## config.mk

```make
export PLATFORM = sky130hd
export DESIGN_NAME = mem_port_arbiter
export DESIGN_NICKNAME = d
export VERILOG_FILES = /design/src/rtl/mem_arb_pkg.sv /design/src/rtl/mem_port_arbiter.sv
export SDC_FILE = /design/constraint.sdc
export NUM_CORES = 1
export LEC_CHECK = 0
export ABC_AREA = 1
export BUFFER_PORTS_ARGS = -buffer_cell sky130_fd_sc_hd__buf_2
export CAP_MARGIN = 5
export CORE_MARGIN = 1.5
export CORE_UTILIZATION = 33
export DETAILED_ROUTE_END_ITERATION = 8
export GPL_TIMING_DRIVEN = 1
export PLACE_DENSITY = 0.7
export SYNTH_ARGS = -nofsm -noshare
export SYNTH_HDL_FRONTEND = slang
export SYNTH_SLANG_ARGS = --single-unit
```

## constraint.sdc

```tcl
create_clock -name i_clk -period 10.85 [get_ports i_clk]
set_clock_uncertainty 0.05 [all_clocks]
set_input_delay 3.255 -clock i_clk [delete_from_list [all_inputs] [get_ports i_clk]]
set_output_delay 3.255 -clock i_clk [all_outputs]
set_load 0.01 [all_outputs]
```

## src/rtl/mem_arb_pkg.sv

```systemverilog
// rtl/mem_arb_pkg.sv - shared types and defaults for the IF/LS memory port arbiter
package mem_arb_pkg;

  typedef enum logic [1:0] {
    IDLE   = 2'd0,
    GNT_IF = 2'd1,
    GNT_LS = 2'd2,
    RESP   = 2'd3
  } arb_state_e;

  typedef enum logic {
    OWN_IF = 1'b0,
    OWN_LS = 1'b1
  } arb_owner_e;

  localparam int STARVE_LIMIT_DEFAULT = 4;

endpackage

```

## src/rtl/mem_port_arbiter.sv

```systemverilog
// rtl/mem_port_arbiter.sv - arbitrates the unified memory port between fetch (IF) and load/store (LS)
module mem_port_arbiter
  import mem_arb_pkg::*;
#(
  parameter  int STARVE_LIMIT = STARVE_LIMIT_DEFAULT,
  localparam int CNT_W        = $clog2(STARVE_LIMIT + 1)
) (
  input  logic        i_clk,
  input  logic        i_reset,
  input  logic        i_if_req,
  input  logic [31:0] i_if_addr,
  output logic        o_if_ack,
  output logic [31:0] o_if_rdata,
  input  logic        i_ls_req,
  input  logic        i_ls_wren,
  input  logic [31:0] i_ls_addr,
  input  logic [31:0] i_ls_wdata,
  input  logic [3:0]  i_ls_bmask,
  output logic        o_ls_ack,
  output logic [31:0] o_ls_rdata,
  output logic [31:0] o_mem_addr,
  output logic [31:0] o_mem_wdata,
  output logic [3:0]  o_mem_bmask,
  output logic        o_mem_wren,
  input  logic [31:0] i_mem_rdata,
  output logic        o_busy
);

  localparam logic [CNT_W-1:0] LIMIT_C = CNT_W'(STARVE_LIMIT);

  arb_state_e       state, state_n;
  arb_owner_e       owner, owner_n;
  logic [CNT_W-1:0] starve_cnt, starve_n;
  logic [31:0]      if_rdata_q, ls_rdata_q;
  logic [31:0]      addr_q, wdata_q;
  logic             wren_c;

  always_ff @(posedge i_clk or posedge i_reset) begin
    if (i_reset) begin
      state      <= IDLE;
      owner      <= OWN_IF;
      starve_cnt <= '0;
      if_rdata_q <= '0;
      ls_rdata_q <= '0;
      addr_q     <= '0;
      wdata_q    <= '0;
    end else begin
      state      <= state_n;
      owner      <= owner_n;
      starve_cnt <= starve_n;
      if (state == GNT_IF) if_rdata_q <= i_mem_rdata;
      if (state == GNT_LS) ls_rdata_q <= i_mem_rdata;
      // Remember the last driven address/data so the port holds steady outside grants
      if (state == GNT_IF || state == GNT_LS) begin
        addr_q  <= o_mem_addr;
        wdata_q <= o_mem_wdata;
      end
    end
  end

  always_comb begin
    state_n  = state;
    owner_n  = owner;
    starve_n = starve_cnt;
    case (state)
      IDLE: begin
        // LS normally wins a tie; IF is forced through once it has been passed over enough times
        if (i_if_req && (!i_ls_req || starve_cnt == LIMIT_C)) begin
          state_n  = GNT_IF;
          owner_n  = OWN_IF;
          starve_n = '0;
        end else if (i_ls_req) begin
          state_n = GNT_LS;
          owner_n = OWN_LS;
          if (i_if_req && starve_cnt < LIMIT_C) starve_n = starve_cnt + 1'b1;
        end
      end
      GNT_IF:  state_n = RESP;
      GNT_LS:  state_n = RESP;
      RESP:    state_n = IDLE;
      default: state_n = IDLE;
    endcase
  end

  always_comb begin
    o_mem_addr  = addr_q;
    o_mem_wdata = wdata_q;
    o_mem_bmask = 4'b0000;
    wren_c      = 1'b0;
    case (state)
      GNT_IF: o_mem_addr = i_if_addr;
      GNT_LS: begin
        o_mem_addr  = i_ls_addr;
        o_mem_wdata = i_ls_wdata;
        if (i_ls_wren) begin
          o_mem_bmask = i_ls_bmask;
          wren_c      = 1'b1;
        end
      end
      default: ;
    endcase
  end

  assign o_mem_wren = wren_c & ~i_reset;
  assign o_if_ack   = (state == RESP) && (owner == OWN_IF);
  assign o_ls_ack   = (state == RESP) && (owner == OWN_LS);
  assign o_if_rdata = if_rdata_q;
  assign o_ls_rdata = ls_rdata_q;
  assign o_busy     = (state != IDLE);

endmodule

```

======== After elaboration in Yosys (flattened, before gate mapping) ========
Cells that the tools add are included.
word-level totals
  bits in registers ....................... 134
  input port bits ......................... 137
cells by class
  muxes and demuxes ....................... 14
  $lt $le $gt $ge ......................... 1
  bitwise logic cells ..................... 3
  equality and inequality tests ........... 5
  reduce and logical (&&, ||, !) cells .... 14
  add/subtract/negate cells ............... 1
operators by type and width
  cell                   number
  $pmux W32 S2           1
  $mux W32               1
  $mux W3                3
  $mux W4                2
  $pmux W2 S3            1
  $reduce_bool A2 Y1     3
  $eq A2 B2 Y1 const B   2
  $logic_and A1 B1 Y1    4
  $mux W1                4
  $mux W2                2
  $add A3 B1 Y3 const B  1
  $eq A3 B3 Y1 const B   1
  $lt A3 B3 Y1 const B   1
  $ne A3 B3 Y1 const B   1
  $reduce_and A3 Y1      1
  $eq A2 B1 Y1 const B   1
  $logic_not A2 Y1       1
  $logic_or A1 B1 Y1     2
  $not A1 Y1             2
  $reduce_and A2 Y1      1
  $reduce_or A2 Y1       1
  $and A1 B1 Y1          1
  $logic_not A1 Y1       1

======== Longest topological paths before layout ========
Gate-level depths: netlist of the first run.
  depth in word-level cells ............... 5
  mapped depth ............................ 8
  depth with buffers taken out ............ 7

======== Worst setup path after synthesis of the first run ========
Ideal clock, no wire load.
  path type ............................... input to output
  start ................................... in i_ls_addr[0]
  end ..................................... out o_mem_addr[0]
  slack ................................... 3976 ps
  stages .................................. 2
  path buffers ............................ 0
  arrival time ............................ 3569 ps
  cells stage by stage .................... nand2_1 > a31oi_1
on the way
  longest elaborated chain between the ends .. 1
RTL lines
  element             line                    RTL
  start: declaration  mem_port_arbiter.sv:16  input logic [31:0] i_ls_addr,
  $pmux W32 S2        mem_port_arbiter.sv:90  case (state)
  end: declaration    mem_port_arbiter.sv:21  output logic [31:0] o_mem_addr,
No other way between the ends.

======== Worst setup path in the final report of the first run ========
  start ................................... in i_ls_addr[2]
  end ..................................... out o_mem_addr[2]
The elaborated chain is that of the path after synthesis.

==> run_results.csv, run 1 <==
group,metric,value,unit
place,portBuffers,272,
synth,synth_nets,822,
status,violations,"DRC",
final_layout,final_layout_size_suffix_gt1_share,39.8,%
worst_setup_path,arrival,3880,ps
final_layout,fin_cells,1174,
cts,cts_setup_buffers,0,
power,p_leak,0.00420,uW
drt,wl_per_cell,13.0,um
sta,setup_ws,3660,ps
cts,post_cts_resized,0,
grt,grt_max_degree,90,
worst_setup_path,r2r_start,"state[0]",
cts,cts_sinks,134,
worst_setup_path,startpoint_type,"input pin",
cts,cts.clk_slew.worst_paths,60,ps
run,cap_violations,0,
synth,netlist_area,6170,um^2
sta,hold_viol,0,
drt,drtIter0Drc,226,
place,place.gp.congestion,0.770,
cts,clockBufferDepth,2,
cts,ctsHoldBuffers,0,
sta,layout_min_cycle_time,7190,ps
power,peakVddDrop,0.000152,V
worst_setup_path,end_kind,"output pin",
sta,relSlewSlack,31.1,%
sta,slew_viol_final,0,
worst_setup_path,worstSetupPathType,"input pin to output pin",
drt,drt-total-wl,15200,um
grt,grt_pass1_vias,5141,
worst_setup_path,rr_endpoint,"wdata_q[17]",
synth,synth_warnings,0,
sta,worst_pin_slew,1030,ps
sta,rsz0062_at_grt,"false",
sta,fmax,139,MHz
cts,insertion_delay,410,ps
die,die_h,140,um
die,core.rowCount,49,
power,power_density,372,nW/um^2
cts,htreeDepth,4,
hold_path,hp-class,"register to register",
place,place_worst_setup_slack,3650,ps
drt,vias,5419,
sta,post-route-period-util,66.2,%
final_layout,area_growth,32.8,%
die,core_area,18100,um^2
cts,cts_tree,"built",
die,die_w,140,um
die,start_util,34.0,%
cts,numCtsBuffers,17,
place,dp_hpwl,10500,um
synth,synth.avg_cell_area,9.09,um^2
grt,antenna_found_initial,0,
final_layout,fin_nets,1075,
place,placed_cells,1142,
drt,drc,18,
cts,cts_root_buffer,"clkbuf_16",
worst_setup_path,r2r_cells,7,
sta,setup_tns,0,ps
worst_setup_path,worstPathMaxFanout,2,
status,outcome,"finished, violations left",
grt,grt_overflow,0,
hold_path,whs_path_depth,2,
power,power,3050,uW
hold_path,worstHoldStart,"o_ls_rdata[28]",
die,die_area,19500,um^2
final_layout,diodes,0,
drt,ant_nets,0,
grt,grt_pass1_wl,24800,um
synth,ys_seq_area_share,54.3,%
synth,synth_cells,679,
worst_setup_path,crit_required,7550,ps
hold_path,min_to,"o_ls_rdata[28]",
worst_setup_path,r2r_slack,8210,ps
synth,ys_seq_elements,134,
drt,dr.pass1.iters,7,
die,num_io_pins,273,
sta,setup_viol,0,
grt,gr-usage-all-layers,15.9,%
drt,vias_per_cell,4.62,
synth,synth.distinct_cells,20,
[area by class of cell]
class,instances,area (um^2)
flip-flops and latches,134,3350
inverters,48,185
multi-input cells,455,2410
clock inverters,15,146
repair buffers,276,1390
clock buffers,17,425
well taps,229,287
fillers,1754,9950
[cells in the final DEF, fill, tap and decap left out]
master	n
inv_6	6
nand2_1	240
nor2_1	38
nand3_1	4
a31oi_1	64
xor2_1	1
o21ai_1	6
inv_8	1
clkbuf_16	17
o21a_1	1
nand4_1	2
clkinv_2	1
bufinv_16	1
mux2_2	32
a21oi_1	1
clkinv_4	3
buf_2	272
buf_4	4
dfrtp_1	134
ha_1	3
o21ai_2	32
ha_4	2
ha_2	1
clkinvlp_4	4
inv_1	47
o21ai_0	28
[metrics by stage]
step | utilization [%] | hold slack, ps | cell area, um^2
floorplan | - | 428 | 6170
global placement | 42.0 | 400 | 7630
detailed placement | 42.0 | 406 | 7630
CTS | 45.2 | 421 | 8200
global route | 45.2 | 436 | 8200
finish | 45.2 | 418 | 8200
[logic make-up (layout without fill, tap and decap cells)]
logic type	after synthesis	in the layout	synth area share [%]
fa+ha+maj	6	6	1.22
mux	32	32	5.84
buf+inv	90	356	7.05
xor+xnor	1	1	0.142
flops	134	134	54.3
compound gates	132	132	14.0
simple gates	284	284	17.4
[worst max-delay path: stages]
cell	delay, ps
buf_2	80
nand2_1	60
a31oi_1	310
buf_2	190
[cell usage after synthesis]
| cell | count | area, um^2 |
|---|---|---|
| nor2_1 | 38 | 143 |
| inv_1 | 48 | 180 |
| nand4_1 | 2 | 12.5 |
| xor2_1 | 1 | 8.76 |
| a31oi_1 | 64 | 400 |
| buf_6 | 4 | 45.0 |
| o21ai_1 | 6 | 30.0 |
| o21ai_0 | 28 | 140 |
| o21a_1 | 1 | 7.51 |
| nand2_1 | 240 | 901 |
| buf_2 | 18 | 90.1 |
| nand3_1 | 4 | 20.0 |
| dfrtp_1 | 134 | 3350 |
| clkbuf_1 | 6 | 22.5 |
| a21oi_1 | 1 | 5.00 |
| o21ai_2 | 32 | 280 |
| mux2_2 | 32 | 360 |
| ha_1 | 6 | 75.1 |
| buf_4 | 11 | 82.6 |
| clkbuf_2 | 3 | 15.0 |
[sequential cells by signal (all words and copies together), names as in the netlist]
| register | flops |
|---|---|
| addr_q | 32 |
| o_if_rdata | 32 |
| o_ls_rdata | 32 |
| wdata_q | 32 |
| starve_cnt | 3 |
| state | 2 |
| owner | 1 |
[how the worst max path moves through the flow]
stage | cells after the start | start | slack (ps) | to
2_1_floorplan | 1 | i_reset | 3960 | addr_q[0]
3_3_place_gp | 4 | i_ls_addr[2] | 3630 | o_mem_addr[2]
3_5_place_dp | 4 | i_ls_addr[2] | 3650 | o_mem_addr[2]
4_1_cts | 4 | i_ls_addr[2] | 3650 | o_mem_addr[2]
5_1_grt | 4 | i_ls_addr[2] | 3630 | o_mem_addr[2]
6_report | 4 | i_ls_addr[2] | 3660 | o_mem_addr[2]
[power by group]
group / switching (uW) / internal [uW]
Sequential: 99.5 / 759
Clock: 234 / 321
Combinational: 1000 / 632
Total: 1330 / 1710
[per-layer routing]
layer / part of all wire (%) / global-route usage (%) / up-vias
met5: 0 / 0 / -
met3: 7.7 / 4.96 / 10
met4: 0.98 / 5.76 / 0
met2: 48 / 26.4 / 191
met1: 44 / 19.4 / 2473
li1: - / - / 2745
Note: power is estimated with default switching activity, not from simulation.
==> run 2, diff against run 1 <==
==> constraint.sdc (replaced) <==
create_clock -name i_clk -period 7.4 [get_ports i_clk]
set_clock_uncertainty 0.05 [all_clocks]
set_input_delay 2.22 -clock i_clk [delete_from_list [all_inputs] [get_ports i_clk]]
set_output_delay 2.22 -clock i_clk [all_outputs]
set_load 0.01 [all_outputs]
==> run_results.csv, run 2 (synthesis results as in run 1) <==
group,metric,value,unit
cts,cts_tree,"built",
worst_setup_path,end_kind,"output pin",
cts,cts_setup_buffers,0,
cts,ctsHoldBuffers,0,
power,p_comb_share,53.9,%
die,die_area,19500,um^2
grt,antenna_found_initial,0,
hold_path,hp-class,"register to register",
place,place.gp.congestion,0.761,
cts,cts.clk_slew.worst_paths,60,ps
final_layout,diodes,0,
grt,grt_use_met3,5.40,%
worst_setup_path,cpMostUsedCell,"buf_2",
grt,grt_pass1_vias,5329,
place,dp_hpwl,10500,um
cts,post_cts_resized,0,
final_layout,final_layout_size_suffix_gt1_share,39.7,%
worst_setup_path,crit_required,5130,ps
grt,grt_pass1_wl,25200,um
worst_setup_path,slowest_stage,"a31oi_1",
worst_setup_path,crit_path_cell_trace,"buf_2 > nand2_1 > a31oi_1 > buf_2",
drt,vias,5418,
cts,insertion_delay,410,ps
power,seqPwrFrac,28.1,%
sta,worst_pin_slew,1040,ps
cts,cts_sinks,134,
power,peakVddDrop,0.000318,V
drt,drc,18,
run,cap_violations,0,
worst_setup_path,startpoint_type,"input pin",
worst_setup_path,slowest_delay,320,ps
sta,rsz0062_at_grt,"false",
drt,wl_per_cell,13.0,um
final_layout,final_cell_mix,"272 x buf_2, 240 x nand2_1, 134 x dfrtp_1, 64 x a31oi_1, 47 x inv_1",
power,switching_share,43.6,%
final_layout,fin_cells,1174,
die,core_area,18100,um^2
power,power,4470,uW
drt,ant_nets,0,
power,switchingPower,1950,uW
power,p_int,2520,uW
worst_setup_path,cp_top_family,"compound AO/OA/AOI/OAI gates",
drt,vias_per_cell,4.61,
final_layout,layout_commonest_cell,"buf_2",
place,place_worst_setup_slack,2230,ps
final_layout,area_growth,32.9,%
sta,slew_viol_final,0,
cts,cts_root_buffer,"clkbuf_16",
sta,setup_ws,2260,ps
drt,dr.pass1.iters,7,
worst_setup_path,arrival,2870,ps
grt,gr-usage-all-layers,16.0,%
grt,busiest_layer,"met2",
grt,met2_usage,26.9,%
cts,clockBufferDepth,2,
power,power_density,545,nW/um^2
grt,grt_util_met1,19.4,%
power,p_leak,0.00420,uW
status,violations,"DRC",
die,die_h,140,um
power,p_clk_share,17.9,%
sta,setup_tns,0,ps
grt,grt_overflow,0,
sta,post-route-period-util,69.4,%
drt,drt-total-wl,15300,um
sta,setup_viol,0,
worst_setup_path,crit_buf_inv,2,
cts,numCtsBuffers,17,
worst_setup_path,worstPathMaxFanout,2,
drt,drtIter0Drc,186,
sta,hold_viol,0,
die,core.rowCount,49,
place,placed_cells,1142,
grt,grt_max_degree,103,
place,portBuffers,272,
final_layout,fin_nets,1075,
sta,layout_min_cycle_time,5140,ps
sta,relSlewSlack,30.3,%
die,num_io_pins,273,
die,die_w,140,um
worst_setup_path,worstSetupPathType,"input pin to output pin",
die,start_util,34.0,%
cts,htreeDepth,4,
sta,fmax,195,MHz
status,outcome,"finished, violations left",
[run 2: per-layer routing]
metal	wire length, um	part of all wire, %	up-vias
li1	-	-	2736
met1	6670	44	2465
met2	7170	47	202
met3	1260	8.2	15
met4	196	1.3	0
met5	0	0	-
[run 2: worst register-to-register path: cells and delay by family (launching register included)]
kind	cells	cell delay [ps]
simple gates	2	300
flops	1	410
fa+ha+maj	1	720
buf+inv	2	920
[run 2: area by class of cell]
type	count	area, um^2
clock inverters	13	123
inverters	48	185
well taps	229	287
flip-flops and latches	134	3350
clock buffers	19	443
repair buffers	276	1400
multi-input cells	455	2410
fillers	1778	9940
[run 2: worst paths after layout]
| check | from | to | slack [ps] | cells past startpoint |
|---|---|---|---|---|
| hold / removal | o_ls_rdata[19] | o_ls_rdata[19] | 420 | 2 |
| setup / recovery | i_ls_addr[2] | o_mem_addr[2] | 2260 | 4 |
| hold reg to reg | o_ls_rdata[19] | o_ls_rdata[19] | 420 | 2 |
| min in group asynchronous | i_reset | o_if_rdata[9] | 1870 | 2 |
| max in group asynchronous | i_reset | wdata_q[28] | 4220 | 3 |
| setup reg to reg | state[0] | o_ls_rdata[5] | 4890 | 5 |
[run 2: stage by stage]
| stage | utilization, % | hold slack (ps) | instance area, um^2 |
|---|---|---|---|
| floorplan | - | 428 | 6170 |
| global placement | 42.1 | 399 | 7640 |
| detailed placement | 42.1 | 403 | 7640 |
| CTS | 45.2 | 419 | 8210 |
| global route | 45.2 | 443 | 8210 |
| finish | 45.2 | 416 | 8210 |
[run 2: power groups by stage]
stage	combinational [uW]	clock [uW]	sequential, uW
detailed placement	2450	0	1260
floorplan	1600	0	1330
CTS	2450	827	1260
global route	2720	859	1300
global placement	2410	0	1250
finish	2410	801	1260
